**config.mk**
```make
export PLATFORM = sky130hd
export DESIGN_NAME = pipeline_hazard_ctrl
export DESIGN_NICKNAME = d
export VERILOG_FILES = /design/src/rtl/pipeline_hazard_ctrl.sv
export SDC_FILE = /design/constraint.sdc
export NUM_CORES = 1
export LEC_CHECK = 0
export ABC_CLOCK_PERIOD_IN_PS = 4700
export CAP_MARGIN = 20
export CORE_MARGIN = 3
export CORE_UTILIZATION = 46
export CTS_BUF_LIST = sky130_fd_sc_hd__clkbuf_8 sky130_fd_sc_hd__clkbuf_16
export CTS_CLUSTER_DIAMETER = 150
export DETAILED_ROUTE_END_ITERATION = 12
export GPL_ROUTABILITY_DRIVEN = 0
export PLACE_DENSITY = 0.85
export SYNTH_ARGS = -nofsm -noshare
export SYNTH_HDL_FRONTEND = slang
export SYNTH_SLANG_ARGS = --single-unit
```
**constraint.sdc**
```tcl
create_clock -name clk -period 4.7 [get_ports clk]
set_clock_uncertainty 0.1 [all_clocks]
set_input_delay 0.94 -clock clk [delete_from_list [all_inputs] [get_ports clk]]
set_output_delay 0.94 -clock clk [all_outputs]
set_load 0.01 [all_outputs]
```
**src/rtl/pipeline_hazard_ctrl.sv**
```systemverilog
// Central hazard sequencer for the five-stage pipeline: stage-register write enables,
// bubble controls, PC select, and a saturating count of stalled cycles.
module pipeline_hazard_ctrl #(
    parameter int unsigned REG_IDX_W = 5,
    parameter int unsigned CNT_W     = 16
) (
    input  logic                 clk,
    input  logic                 rst,
    input  logic                 rdy_in,
    input  logic [REG_IDX_W-1:0] id_rs1_idx,
    input  logic [REG_IDX_W-1:0] id_rs2_idx,
    input  logic                 id_uses_rs1,
    input  logic                 id_uses_rs2,
    input  logic                 ex_is_load,
    input  logic [REG_IDX_W-1:0] ex_rd,
    input  logic                 mem_branch_taken,
    input  logic                 mem_req,
    input  logic                 mem_done,
    output logic                 pc_we,
    output logic                 pc_sel,
    output logic                 if_id_we,
    output logic                 id_ex_we,
    output logic                 ex_mem_we,
    output logic                 mem_wb_we,
    output logic                 if_id_flush,
    output logic                 id_ex_flush,
    output logic                 ex_mem_flush,
    output logic [CNT_W-1:0]     stall_cnt
);

    typedef enum logic [1:0] {
        StIdle    = 2'd0,
        StRun     = 2'd1,
        StMemWait = 2'd2
    } state_e;

    state_e           state_q, state_d;
    logic [CNT_W-1:0] stall_cnt_q, stall_cnt_d;
    logic             load_use;
    logic             advance;
    logic             any_hold;

    always_comb begin
        state_d      = state_q;
        advance      = 1'b0;
        pc_we        = 1'b0;
        pc_sel       = 1'b0;
        if_id_we     = 1'b0;
        id_ex_we     = 1'b0;
        ex_mem_we    = 1'b0;
        mem_wb_we    = 1'b0;
        if_id_flush  = 1'b0;
        id_ex_flush  = 1'b0;
        ex_mem_flush = 1'b0;

        load_use = ex_is_load && (ex_rd != '0) &&
                   ((id_uses_rs1 && (id_rs1_idx == ex_rd)) ||
                    (id_uses_rs2 && (id_rs2_idx == ex_rd)));

        if (rst) begin
            if_id_flush  = 1'b1;
            id_ex_flush  = 1'b1;
            ex_mem_flush = 1'b1;
        end else if (rdy_in) begin
            case (state_q)
                StIdle: begin
                    if_id_flush  = 1'b1;
                    id_ex_flush  = 1'b1;
                    ex_mem_flush = 1'b1;
                    state_d      = StRun;
                end
                StRun: begin
                    if (mem_req && !mem_done) begin
                        state_d = StMemWait;
                    end else begin
                        advance = 1'b1;
                    end
                end
                StMemWait: begin
                    // mem_req is ignored here: the waiting access is the one completing.
                    if (mem_done) begin
                        advance = 1'b1;
                        state_d = StRun;
                    end
                end
                default: state_d = StIdle;
            endcase
        end

        if (advance) begin
            pc_we     = 1'b1;
            if_id_we  = 1'b1;
            id_ex_we  = 1'b1;
            ex_mem_we = 1'b1;
            mem_wb_we = 1'b1;
            if (mem_branch_taken) begin
                // Squashes the younger instructions, including any load-use victim.
                pc_sel       = 1'b1;
                if_id_flush  = 1'b1;
                id_ex_flush  = 1'b1;
                ex_mem_flush = 1'b1;
            end else if (load_use) begin
                pc_we       = 1'b0;
                if_id_we    = 1'b0;
                id_ex_flush = 1'b1;
            end
        end

        any_hold    = !(pc_we && if_id_we && id_ex_we && ex_mem_we && mem_wb_we);
        stall_cnt_d = stall_cnt_q;
        if (!rst && rdy_in && (state_q != StIdle) && any_hold && (stall_cnt_q != '1)) begin
            stall_cnt_d = stall_cnt_q + CNT_W'(1);
        end
    end

    always_ff @(posedge clk or posedge rst) begin
        if (rst) begin
            state_q     <= StIdle;
            stall_cnt_q <= '0;
        end else begin
            state_q     <= state_d;
            stall_cnt_q <= stall_cnt_d;
        end
    end

    assign stall_cnt = stall_cnt_q;

endmodule

```
* Word-level counts from Yosys, hierarchy flattened
Index checks and enable logic that the tools add are counted.
Storage, ports and cells: register bits 18, input port bits 24, output and inout bits 25
Cells by class: $add $sub $neg 1, equal/unequal tests 7, muxes and demuxes 22, bitwise operators 1, reduce and logical (&&, ||, !) cells 20
Operator list (number):
- $mux 1 | 18
- $add 16x1->16 const B | 1
- $ne 16x16->1 const B | 1
- $logic_and 1x1->1 | 12
- $eq 5x5->1 | 2
- $pmux 2 s3 | 1
- $reduce_bool 5->1 | 1
- $mux 2 | 2
- $ne 2x2->1 const B | 2
- $reduce_and 4->1 | 1
- $logic_not 1->1 | 3
- $eq 2x1->1 const B | 1
- $eq 2x2->1 const B | 1
- $logic_not 2->1 | 1
- $pmux 1 s2 | 1
- $reduce_bool 2->1 | 1
- $logic_or 1x1->1 | 1
- $not 1->1 | 1

* Depth between registers and ports, before layout
Gate-level depths: netlist of run 1.
depth after elaboration 13, depth in mapped cells 8, depth with buffers taken out 7

* Least setup slack after synthesis of run 1
Ideal clock, no wire load.
kind input -> output, start point input ex_rd[1], end point output pc_we, arrival time 2149 ps, setup slack 1511 ps, cell stages on the path 5, path through or4_1 o21ai_2 nor2_1 a21oi_1 buf_4
On the way: cells in the longest elaborated chain, start to end 7, elaborated cells between the ends (all ways) 11, classes of those cells 2 x eq/ne; 3 x mux; 6 x reduce/logical
RTL lines:
- from (decl) | line 15 | input logic [REG_IDX_W-1:0] ex_rd,
- $eq 5x5->1, on equally long branches | line 57, 58
- $logic_and 1x1->1, on equally long branches | line 57, 58
- $logic_or 1x1->1 | line 57 | ((id_uses_rs1 && (id_rs1_idx == ex_rd)) ||
- $logic_and 1x1->1 * | line 56 | load_use = ex_is_load && (ex_rd != '0) &&
- $mux 1 * (3 in a row)
- to (decl) | line 19 | output logic pc_we,
Mark *: on every way between the ends. The rest lies on a longest branch, timed or not.

* Worst setup path after layout of run 1
start point input ex_rd[1], end point output pc_we
On the way: cells in the longest elaborated chain, start to end 7, elaborated cells between the ends (all ways) 11, classes of those cells 2 x eq/ne; 3 x mux; 6 x reduce/logical
RTL lines:
- $eq 5x5->1, on equally long branches | line 57, 58
- $logic_and 1x1->1, on equally long branches | line 57, 58
- $logic_or 1x1->1 | line 57
- $logic_and 1x1->1 * | line 56
- $mux 1 * | line 102 | end else if (load_use) begin
- $mux 1 * | line 96 | if (mem_branch_taken) begin
- $mux 1 * | line 90 | if (advance) begin
Marks and branches as above.

==> run summary, run 1 <==
Die area: 3300 sq um
Synthesized area: 1220 sq um
DRC: 0
Detail Route Antenna Nets: 0
# H-tree levels: 1
IO Pins: 49
GR Util met1: 24.5%
Most frequent cells in the layout: clkdlybuf4s50_1, xnor2_1, dfrtp_1, nand4_1
Global route overflow: 0
Final TNS setup: 0 ns
Commonest non-fill, non-tap cell in the layout: clkdlybuf4s50_1
Synth cell types: 31
Number of detailed-route iterations in the first pass: 4
Worst-Margin Slew: 0.706 ns
Fillers: 192
Post-synth EDFFs: 0
Die height: 57.4 um
Yosys warns: 0
Proportion of layout cells with a drive suffix above 1: 5.78%
Worst setup EP type: primary output
Final cycle utilization of the critical path: 86.2%
Mean post-synth cell area: 9.65 sq um
Final Setup Violations: 0
Clk sinks: 18
Vias: 1098
Synth-to-Final Area Change: 43.5%
# rows: 18
CTS tree: done
Final worst path period need: 4.05 ns
Worst Path Arrival: 3.01 ns
CTS root buf: clkbuf_8
Initial antenna violation count: 0
Nets: 204
Post_cts resized: 0
FMAX: 247 MHz
Max-slew headroom: 52.9%
GR Util met2: 36.3%
Hold Path Origin: stall_cnt[15]
Worst vdd ir: 317 uV
Max-cap violations: 0
Sequential area share after synthesis: 37.0%
Seq cells post-synth: 18
Asr flop ratio synth: 100%
Overall Global Routing Usage: 20.3%
Post-Layout Cell Count: 203
Cells after Synth: 126
Largest net degree at the start of global routing: 20
Static Leak: 0.762 nW
CTS Hold Bufs: 0
Critical Path Source: ex_rd[1]
Placed Cells: 200
WL/cell: 15.3 um
FF+latch area: 450 sq um
Initial Util: 48.6%
Hold Path Class: reg2reg
1st-iter DRT viols: 23
Clk_lat worst skew: 0.25 ns
Vias in the first global route: 1162
Worst hold margin: 0.417 ns
Post-Syn Nets: 155
PortBufs: 48
Status: completed
Total area of multi-input combinational cells: 709 sq um
Worst reg2reg startpoint: stall_cnt[0]
Setup CP Type: in2out
Top Usage Layer GRT: met2
Final slew viol count: 0
Worst Setup Start Kind: primary input
Diodes inserted: 0
Vias per Instance: 5.41
Max Buffers Root-to-Sink: 2
Pwr Density: 378 nW/um^2
TritonCTS Buffers: 3
# Post-CTS Setup Buffers: 0
Die W: 57.4 um
Final WL: 3.11 mm
Worst Path Max Fanout: 3
HPWL Detailed: 2.52 mm
Core area: 2500 sq um
RSZ-0062 raised after global routing: false
Met3 GRT Util: 3.85%
Most used DFF post-synth: dfrtp_1
Worst Path Required: 3.66 ns
First-pass GRT wire length: 5.26 mm
Clock transition at path regs: 0.06 ns
Hold Violations, Final: 0
per-layer routing:
metal,vias up,wire length (um)
met5,-,0
met4,0,48
met3,8,125
met2,27,1690
met1,528,1250
li1,535,-
where the power goes:
part           switching (mW)  internal (mW)
Sequential             0.0547          0.194
Combinational           0.140          0.166
Clock                  0.0466         0.0569
registers in the layout (all words and copies together) (netlist names):
| register | cells |
|---|---|
| stall_cnt | 16 |
| state_q | 2 |
layout make-up:
type,instances,area share (%)
multi-input cells,97,40.6
repair buffers,48,27.5
flip-flops and latches,18,25.8
clock buffers,3,2.37
well taps,30,2.15
inverters,7,1.51
worst paths after layout:
path	endpoint	slack [ns]	depth (start not counted)
setup / recovery	pc_we	0.65	6
hold / removal	stall_cnt[15]	0.42	1
setup reg to reg	stall_cnt[1]	2.40	6
hold reg to reg	stall_cnt[15]	0.42	1
max in group asynchronous	stall_cnt[4]	2.97	2
min in group asynchronous	state_q[1]	1.08	2
per-stage QoR:
step / util (%) / cell area, sq um / power [mW] / worst slack [ns]
floorplan: - / 1220 / 0.414 / 1.51
global placement: 68.2 / 1700 / 0.544 / 0.713
detailed placement: 68.2 / 1700 / 0.558 / 0.644
CTS: 69.8 / 1750 / 0.665 / 0.640
global route: 69.8 / 1750 / 0.710 / 0.561
finish: 69.8 / 1750 / 0.659 / 0.647
critical path, stage by stage:
cell and delay, ns:
clkdlybuf4s50_1 0.47, or4_1 0.56, o21ai_2 0.18, nor2_1 0.09
a21oi_1 0.20, clkdlybuf4s50_1 0.57
synthesized netlist by cell type, types with 3 or more instances:
library cell	count	area share, %
inv_1	7	2.2
nand2b_1	3	1.5
nand3_1	5	2.1
nand4_1	11	5.7
and3_1	5	2.6
xor2_1	7	5.0
buf_4	4	2.5
o21ai_0	3	1.2
nand2_1	8	2.5
xnor2_1	18	13
ha_1	5	5.1
nor2_1	8	2.5
a21oi_1	3	1.2
dfrtp_1	18	37
cell families after synthesis:
| logic type | after synthesis | share of synthesized area (%) |
|---|---|---|
| AOI/OAI and AO/OA | 12 | 8.54 |
| xor gates and xnor gates | 25 | 18.0 |
| adders and majority gates | 5 | 5.14 |
| buffers and inverters | 11 | 4.63 |
| DFF | 18 | 37.0 |
| muxes | 2 | 1.75 |
| and+or+nand+nor | 53 | 24.9 |
Note: power is estimated with default switching activity, not from simulation.
==> run 2, diff against run 1 <==
--- a/config.mk
+++ b/config.mk
@@ -14,6 +14,7 @@
 export DETAILED_ROUTE_END_ITERATION = 12
 export GPL_ROUTABILITY_DRIVEN = 0
 export PLACE_DENSITY = 0.85
+export SKIP_LAST_GASP = 1
 export SYNTH_ARGS = -nofsm -noshare
 export SYNTH_HDL_FRONTEND = slang
 export SYNTH_SLANG_ARGS = --single-unit
==> results of run 2 <==
No change in the layout: final DEF, timing and power equal those of run 1.
==> run 3, diff against run 2 <==
--- a/config.mk
+++ b/config.mk
@@ -15,6 +15,7 @@
 export GPL_ROUTABILITY_DRIVEN = 0
 export PLACE_DENSITY = 0.85
 export SKIP_LAST_GASP = 1
+export SLEW_MARGIN = 5
 export SYNTH_ARGS = -nofsm -noshare
 export SYNTH_HDL_FRONTEND = slang
 export SYNTH_SLANG_ARGS = --single-unit
==> results of run 3 <==
No change in the layout: final DEF, timing and power equal those of run 1.
